File: src/rtl/acc_drain_if.sv
// Output stream of the accumulator drain stage: one requantized lane word per
// valid/ready handshake, tagged with its lane index and a last-lane flag.
interface acc_drain_if #(
   parameter int N     = 4,
   parameter int OUT_W = 16
);
   localparam int IDX_W = (N > 1) ? $clog2(N) : 1;

   logic             out_valid;
   logic             out_ready;
   logic [OUT_W-1:0] out_data;
   logic [IDX_W-1:0] out_idx;
   logic             out_last;

   modport master (
      output out_valid,
      output out_data,
      output out_idx,
      output out_last,
      input  out_ready
   );

   modport slave (
      input  out_valid,
      input  out_data,
      input  out_idx,
      input  out_last,
      output out_ready
   );
endinterface

File: src/rtl/acc_drain.sv
// Drain stage for one systolic-array row: snapshots N PE accumulators on capture,
// pulses a clear back to the PEs, then streams the lanes out requantized to OUT_W.
module acc_drain #(
   parameter int N     = 4,
   parameter int ACC_W = 32,
   parameter int OUT_W = 16
) (
   input  logic               clk,
   input  logic               rst_n,
   input  logic [N*ACC_W-1:0] acc_in,
   input  logic               capture,
   input  logic [4:0]         shift,
   output logic               acc_clear,
   output logic               busy,
   output logic               capture_drop,
   acc_drain_if.master        out_if
);
   localparam int IDX_W = (N > 1) ? $clog2(N) : 1;
   localparam logic [IDX_W-1:0] LAST_IDX = IDX_W'(N - 1);
   localparam logic [OUT_W-1:0] SAT_MAX  = {1'b0, {(OUT_W-1){1'b1}}};
   localparam logic [OUT_W-1:0] SAT_MIN  = {1'b1, {(OUT_W-1){1'b0}}};

   typedef enum logic {
      IDLE  = 1'b0,
      DRAIN = 1'b1
   } state_t;

   state_t                   state_reg, state_next;
   logic [IDX_W-1:0]         idx_reg, idx_next;
   logic [4:0]               shift_reg;
   logic                     acc_clear_reg, capture_drop_reg;
   logic                     drop_next;
   logic                     transfer, final_xfer, accept;
   logic signed [ACC_W-1:0]  shadow_reg [N];
   logic signed [ACC_W-1:0]  sel_val, shifted;
   logic [OUT_W-1:0]         quant_data;
   logic                     fits;

   // Acceptance happens in IDLE, or exactly on the last-lane transfer so
   // consecutive snapshots stream without a bubble.
   always_comb begin
      state_next = state_reg;
      idx_next   = idx_reg;
      transfer   = (state_reg == DRAIN) && out_if.out_ready;
      final_xfer = transfer && (idx_reg == LAST_IDX);
      accept     = capture && ((state_reg == IDLE) || final_xfer);
      drop_next  = capture && !accept;
      if (accept) begin
         state_next = DRAIN;
         idx_next   = '0;
      end else if (final_xfer) begin
         state_next = IDLE;
         idx_next   = '0;
      end else if (transfer) begin
         idx_next   = idx_reg + IDX_W'(1);
      end
   end

   always_ff @(posedge clk or negedge rst_n) begin
      if (!rst_n) begin
         state_reg        <= IDLE;
         idx_reg          <= '0;
         shift_reg        <= '0;
         acc_clear_reg    <= 1'b0;
         capture_drop_reg <= 1'b0;
      end else begin
         state_reg        <= state_next;
         idx_reg          <= idx_next;
         acc_clear_reg    <= accept;
         capture_drop_reg <= drop_next;
         if (accept) begin
            shift_reg <= shift;
         end
      end
   end

   always_ff @(posedge clk or negedge rst_n) begin
      if (!rst_n) begin
         for (int i = 0; i < N; i++) begin
            shadow_reg[i] <= '0;
         end
      end else if (accept) begin
         for (int i = 0; i < N; i++) begin
            shadow_reg[i] <= acc_in[i*ACC_W +: ACC_W];
         end
      end
   end

   // Floor shift then saturate: the value fits when every bit above the
   // output sign bit agrees with it.
   always_comb begin
      sel_val = shadow_reg[idx_reg];
      if (int'(shift_reg) >= ACC_W - 1) begin
         shifted = sel_val[ACC_W-1] ? '1 : '0;
      end else begin
         shifted = sel_val >>> shift_reg;
      end
      fits = (&shifted[ACC_W-1:OUT_W-1]) || !(|shifted[ACC_W-1:OUT_W-1]);
      if (fits) begin
         quant_data = shifted[OUT_W-1:0];
      end else if (shifted[ACC_W-1]) begin
         quant_data = SAT_MIN;
      end else begin
         quant_data = SAT_MAX;
      end
   end

   assign busy             = (state_reg == DRAIN);
   assign acc_clear        = acc_clear_reg;
   assign capture_drop     = capture_drop_reg;
   assign out_if.out_valid = (state_reg == DRAIN);
   assign out_if.out_data  = quant_data;
   assign out_if.out_idx   = idx_reg;
   assign out_if.out_last  = (state_reg == DRAIN) && (idx_reg == LAST_IDX);
endmodule

File: src/flat_wrapper.sv
// flat-port wrapper written by rule: the top's interface ports become plain ports
module acc_drain_flat 
#(
   parameter int N     = 4,
   parameter int ACC_W = 32,
   parameter int OUT_W = 16
)
  (clk, rst_n, acc_in, capture, shift, acc_clear, busy, capture_drop, out_if_out_valid, out_if_out_data, out_if_out_idx, out_if_out_last, out_if_out_ready);
  acc_drain_if #(.N(N), .OUT_W(OUT_W)) out_if_i ();
  input  logic clk;
  input  logic rst_n;
  input  logic [N*ACC_W-1:0] acc_in;
  input  logic capture;
  input  logic [4:0] shift;
  output logic acc_clear;
  output logic busy;
  output logic capture_drop;
  output wire logic [$bits(out_if_i.out_valid)-1:0] out_if_out_valid;
  output wire logic [$bits(out_if_i.out_data)-1:0] out_if_out_data;
  output wire logic [$bits(out_if_i.out_idx)-1:0] out_if_out_idx;
  output wire logic [$bits(out_if_i.out_last)-1:0] out_if_out_last;
  input wire logic [$bits(out_if_i.out_ready)-1:0] out_if_out_ready;
  assign out_if_out_valid = out_if_i.out_valid;
  assign out_if_out_data = out_if_i.out_data;
  assign out_if_out_idx = out_if_i.out_idx;
  assign out_if_out_last = out_if_i.out_last;
  assign out_if_i.out_ready = out_if_out_ready;
  acc_drain #(.N(N), .ACC_W(ACC_W), .OUT_W(OUT_W)) u_core (.clk(clk), .rst_n(rst_n), .acc_in(acc_in), .capture(capture), .shift(shift), .acc_clear(acc_clear), .busy(busy), .capture_drop(capture_drop), .out_if(out_if_i));
endmodule
File: config.mk
export PLATFORM = sky130hd
export DESIGN_NAME = acc_drain_flat
export DESIGN_NICKNAME = d
export VERILOG_FILES = /design/src/rtl/acc_drain_if.sv /design/src/rtl/acc_drain.sv /design/src/flat_wrapper.sv
export SDC_FILE = /design/constraint.sdc
export NUM_CORES = 1
export LEC_CHECK = 0
export CORE_UTILIZATION = 47
export DETAILED_ROUTE_END_ITERATION = 16
export PLACE_DENSITY_LB_ADDON = 0.15
export SLEW_MARGIN = 25
export SYNTH_ARGS = -nofsm -noshare
export SYNTH_HDL_FRONTEND = slang
export SYNTH_SLANG_ARGS = --single-unit
File: constraint.sdc
create_clock -name clk -period 3.7 [get_ports clk]
set_input_delay 0.74 -clock clk [delete_from_list [all_inputs] [get_ports clk]]
set_output_delay 0.74 -clock clk [all_outputs]
set_load 0.01 [all_outputs]
Word level (Yosys, flattened, before mapping)

Index checks and enable logic that the tools add are counted.

Bits in registers: 138
Logic and storage cells: 41
Input bits: 137
Output and inout bits: 23

Add/subtract/negate cells: 1
Reduce and logical (&&, ||, !) cells: 13
Shifts and indexed selects: 1
Bitwise operators: 2
Eq/ne operators: 1
Mux-type cells: 12
Magnitude comparators: 2

Operator list:

| kind                                                      | count |
|---|---|
| 2-to-1 mux 32 bit                                         | 4 |
| binary-select mux 32 bit (select 2 bit)                   | 1 |
| 2-to-1 mux 16 bit                                         | 2 |
| >>> shifter 32 x 5 -> 32 bit                              | 1 |
| AND reduction 17 bit                                      | 1 |
| OR reduction 17 bit                                       | 1 |
| 2-to-1 mux 2 bit                                          | 3 |
| greater-or-equal comparator 5 bit (second input constant) | 1 |
| logical AND 1 bit                                         | 5 |
| greater-or-equal comparator 3 bit (second input constant) | 1 |
| NOT 2 -> 3 bit                                            | 1 |
| nonzero test 3 bit                                        | 1 |
| adder 2 x 1 -> 2 bit (second input constant)              | 1 |
| == test 2 bit (second input constant)                     | 1 |
| logical NOT 1 bit                                         | 2 |
| logical OR 1 bit                                          | 2 |
| 2-to-1 mux 1 bit                                          | 2 |
| nonzero test 2 bit                                        | 1 |
| NOT 1 bit                                                 | 1 |

Longest topological paths before layout

Word-level depth: 10
Mapped depth: 13
Depth with buffers taken out: 8

Worst setup path before layout

No wires, ideal clock.

Path kind: register to output
Start point: reg u_core.idx_reg[0] (netlist: u_core.out_if.out_idx[0])
End point: out out_if_out_data[7]
Data arrival time: 3.153 ns
Path buffers: 4
Path slack: -0.193 ns
Required time: 2.960 ns
Cell stages (with the launch flop): 13
Cell sequence: dfrtp_1 -> buf_6 -> buf_8 -> buf_6 -> mux4_2 -> mux4_2 -> mux2i_1 -> o2111ai_1 -> nor4_1 -> nor2_1 -> o31ai_4 -> buf_6 -> o211ai_1

Longest elaborated chain between the ends: 10
Elaborated cells on any way between the ends: 13
Those cells by class: shift: 1; mux: 7; bitwise: 1; reduce/logical: 4

Ends and longest elaborated chain:

| what                                                                     | RTL line                         | text |
|---|---|---|
| start, declared                                                          | acc_drain.sv:29                  | `logic [IDX_W-1:0] idx_reg, idx_next;` |
| start signal, assigned                                                   | acc_drain.sv:68                  | `idx_reg <= idx_next;` |
| NOT 2 -> 3 bit (not written as such) *                                   | acc_drain.sv:92                  | `sel_val = shadow_reg[idx_reg];` |
| binary-select mux 32 bit (select 2 bit) *                                | acc_drain.sv:92                  |  |
| 2-to-1 mux 32 bit (not written as such) * (2 in a row)                   | acc_drain.sv:92                  |  |
| >>> shifter 32 x 5 -> 32 bit / 2-to-1 mux 32 bit (equally long branches) | acc_drain.sv:96, acc_drain.sv:94 |  |
| 2-to-1 mux 32 bit *                                                      | acc_drain.sv:93                  | `if (int'(shift_reg) >= ACC_W - 1) begin` |
| OR reduction 17 bit                                                      | acc_drain.sv:98                  | `fits = (&shifted[ACC_W-1:OUT_W-1]) \|\| !(\|shifted[ACC_W-1:OUT_W-1]);` |
| logical NOT 1 bit                                                        | acc_drain.sv:98                  |  |
| logical OR 1 bit                                                         | acc_drain.sv:98                  |  |
| 2-to-1 mux 16 bit *                                                      | acc_drain.sv:99                  | `if (fits) begin` |
| end, declared                                                            | flat_wrapper.sv:19               | `output wire logic [$bits(out_if_i.out_data)-1:0] out_if_out_data;` |

Every way passes the cells marked *; elsewhere a longest branch is shown, timed or not. The select of a mux whose other input is x is not followed.

Worst setup path after layout

Start point: reg u_core.idx_reg[0] (netlist: u_core.out_if.out_idx[0])
End point: out out_if_out_data[4]

Same word-level chain as after synthesis.

==> flow_summary.toml <==
[placement]
post-place-ws_ns = -0.678
dpl.hpwl_um = 16000
io_buffers = 159
place_inst = 1055
place.gp.congestion = 0.859

[route]
drt-total-wl_um = 21500
wl_per_cell_um = 19.6
drtAntennaViolNets = 0
drc = 0
via_count = 6121
via_per_inst = 5.57
dr.pass1.iters = 5
drt_iter0_markers = 416

[worst_setup_path]
rrSetupSlack_ns = 1.11
crit_chain = "clkbuf_16 -> buf_6 -> mux4_2 -> mux2_4 -> mux4_2 -> nor2b_4 -> o211ai_1 -> nor3_2 -> nor3_2 -> buf_4 -> buf_6 -> o21ai_2 -> buf_2"
r2r-end = "u_core.shadow_reg[67]$_DFFE_PN0P_"
cpLargestDelayFamily = "multiplexers"
path_max_fanout = 7
crit_buf_inv = 5
critPathRequiredTime_ns = 2.96
r2r_cells = 7
start_kind = "register"
cp_slowest_stage_delay_ns = 0.52
worstSetupEndpoint = "out_if_out_data[4]"
reg2reg_from = "u_core.out_if.out_idx[1]$_DFFE_PN0P_"
arrival_ns = 3.71
crit_start = "u_core.out_if.out_idx[0]$_DFFE_PN0P_"
end_kind = "primary output"
critical_path.slowest_cell = "mux4_2"
crit_type = "register to primary output"
cp.depth = 13

[pwr]
peakVddDrop_mv = 0.534
p_seq_share_pct = 21.5
combinationalPowerShare_pct = 65.0
swShare_pct = 40.0
p_int_uw = 7620
power_switching_uw = 5080
power.density_mw_per_mm2 = 1150
p_leak_uw = 0.00462
clkPwrFrac_pct = 13.5

[flow_run]
max_cap_viol_count = 0

[yosys]
ys_seq_area_share_pct = 43.7
synth_edf_count = 0
synth_compound_area_share_pct = 8.95
synthCells = 638
synth-main-ff-cell = "dfrtp_1"
yosys_warnings = 0
synthXorXnorAreaFrac_pct = 0
yosysUniqueCellTypes = 51
syn-num-nets = 776
synthAdderAreaFrac_pct = 0.158
synth_area_mm2 = 0.00790
synth_mux_area_share_pct = 38.2
synth-simple-area-share_pct = 5.61
avgSynthCellArea_um2 = 12.4
async_flop_share_pct = 100
synth_top_family_by_area = "multiplexers"
ys_seq_elements = 138

[global_route]
grt_max_degree = 82
grt_pass1_wl_um = 35500
antenna_found_initial = 0
grt_usage_pct = 26.3
grt_overflow = 0
grt_pass1_vias = 6543

[die]
dieArea_mm2 = 0.0173
die_height_um = 132
die_x_um = 132
initial_core_util_pct = 47.8
coreArea_mm2 = 0.0165
io_pins = 160
rows = 47

[timing]
finalHoldViolations = 0
setup_viol = 15
finalCritPeriodShare_pct = 120
worst_slack_ns = -0.753
finClkSkew_ns = 0.00766
hold_ws_ns = 0.348
period_needed_ns = 4.45
slew_violations = 0
slew_headroom_pct = 47.8
fmax_mhz = 225
tightest_slew_ns = 0.783
rsz0062_at_grt = "yes"

[outcome]
outcome = "complete, but fails checks"
violations = "negative setup slack"

[clock_network]
clock_path_buffers = 2
clk_pin_slew_ns = 0.07
cts_hold_buf = 0
cts_tree = "yes"
clkLatencyLatePin_ns = 0.43
ctsRootBufferMaster = "clkbuf_16"
htreeDepth = 4
clock-sinks = 138
numCtsBuffers = 17

[cells_and_area]
drive_gt1_share_pct = 42.6
nNetsFinal = 1003
final_cells = 1098
syn_to_final_growth_pct = 40.1
antenna_cells = 0
largest_register_ffs = 128
n_fill_cell = 1245

[hold_path]
hold_class = "primary input to asynchronous set/reset pin"
## worst min-delay path by stage
| stage | startpoint | endpoint | slack, ns | cells after the start |
|---|---|---|---|---|
| final | rst_n | u_core.shift_reg[3]$_DFFE_PN0P_ | 0.35 | 1 |
| after global routing | rst_n | u_core.shift_reg[3]$_DFFE_PN0P_ | 0.39 | 1 |
| after CTS | rst_n | u_core.shift_reg[3]$_DFFE_PN0P_ | 0.40 | 1 |
| after detailed placement | u_core.shadow_reg[42]$_DFFE_PN0P_ | u_core.shadow_reg[42]$_DFFE_PN0P_ | 0.49 | 1 |
| after global placement | u_core.shadow_reg[37]$_DFFE_PN0P_ | u_core.shadow_reg[37]$_DFFE_PN0P_ | 0.48 | 1 |
| after floorplan | rst_n | u_core.acc_clear$_DFF_PN0_ | 0.44 | 0 |
## cells by family after synthesis
| kind of cell | after synthesis |
|---|---|
| AO/OA/AOI/OAI | 107 |
| adder cells (fa/ha/maj) | 1 |
| buffers and inverters | 59 |
| flip-flops | 138 |
| multiplexers | 228 |
| AND/OR/NAND/NOR | 105 |
## cell usage after synthesis, types with 8 or more instances
cell      instances  area share, %
clkbuf_1         28            1.3
nor2_1           30            1.4
o211ai_1          9           0.86
o21ai_0          30            1.9
nand2_1          50            2.4
dfrtp_1         138             44
mux2_2          155             22
buf_1            11           0.52
mux4_2           43             12
nor3_1            9           0.57
a21oi_1          20            1.3
buf_2             8           0.51
mux2i_1          30            3.8
## routing by layer
metal	global-route usage, %	routed length, um
met1	38.1	10200
met2	40.2	9980
met3	5.32	964
met4	7.43	295
met5	0	0
## timing repair
action,4_1_cts,5_1_grt
gates resized for setup,79,15
endpoints found under the setup margin,15,15
buffers inserted,8,2
pin swaps,7,12
gates cloned,3,0
## final cells by class
class / count / area [um^2] / share of cell area, %
clock buffer: 17 / 425 / 3.84
clock inverter: 15 / 171 / 1.55
tap: 220 / 275 / 2.49
timing repair buffer: 260 / 2420 / 21.8
inverter: 7 / 26.3 / 0.237
sequential: 138 / 3450 / 31.2
multi-input combinational: 441 / 4300 / 38.8
## cells in the final DEF (no fill, tap or decap), types with 4 or more instances in the layout
cell type	n
mux2_2	154
clkdlybuf4s50_1	143
dfrtp_1	137
buf_4	86
nand2_1	50
mux4_2	43
nor2_1	28
o21ai_0	28
mux2i_1	27
a21oi_1	20
clkbuf_16	18
buf_2	16
o211ai_1	9
buf_12	9
nor3_1	7
o21ai_2	6
inv_8	6
buf_6	5
inv_1	4
inv_6	4
## power by group through the flow
stage / clock network (uW) / logic [uW] / registers, uW
floorplan: 0 / 4840 / 2530
global placement: 0 / 7820 / 2700
detailed placement: 0 / 7930 / 2740
CTS: 1750 / 8120 / 2730
global route: 1830 / 8850 / 2820
finish: 1710 / 8260 / 2730
## worst register-to-register path: stages, from the launching register on
cell	delay [ns]
dfrtp_1	0.44
buf_4	0.15
buf_4	0.19
ha_1	0.24
a21boi_0	0.20
nor2b_4	0.19
buf_4	0.62
mux2_2	0.45
## per-stage QoR
step	cell area, um^2	total power (uW)	setup TNS, ns	utilization [%]
after floorplan	7910	7380	-1.52	-
after global placement	10300	10500	-8.62	62.5
after detailed placement	10300	10700	-9.71	62.5
after CTS	11000	12600	-11.41	66.8
after global routing	11100	13500	-12.25	67.0
final	11100	12700	-10.48	67.0
(Power assumes the default switching activity.)
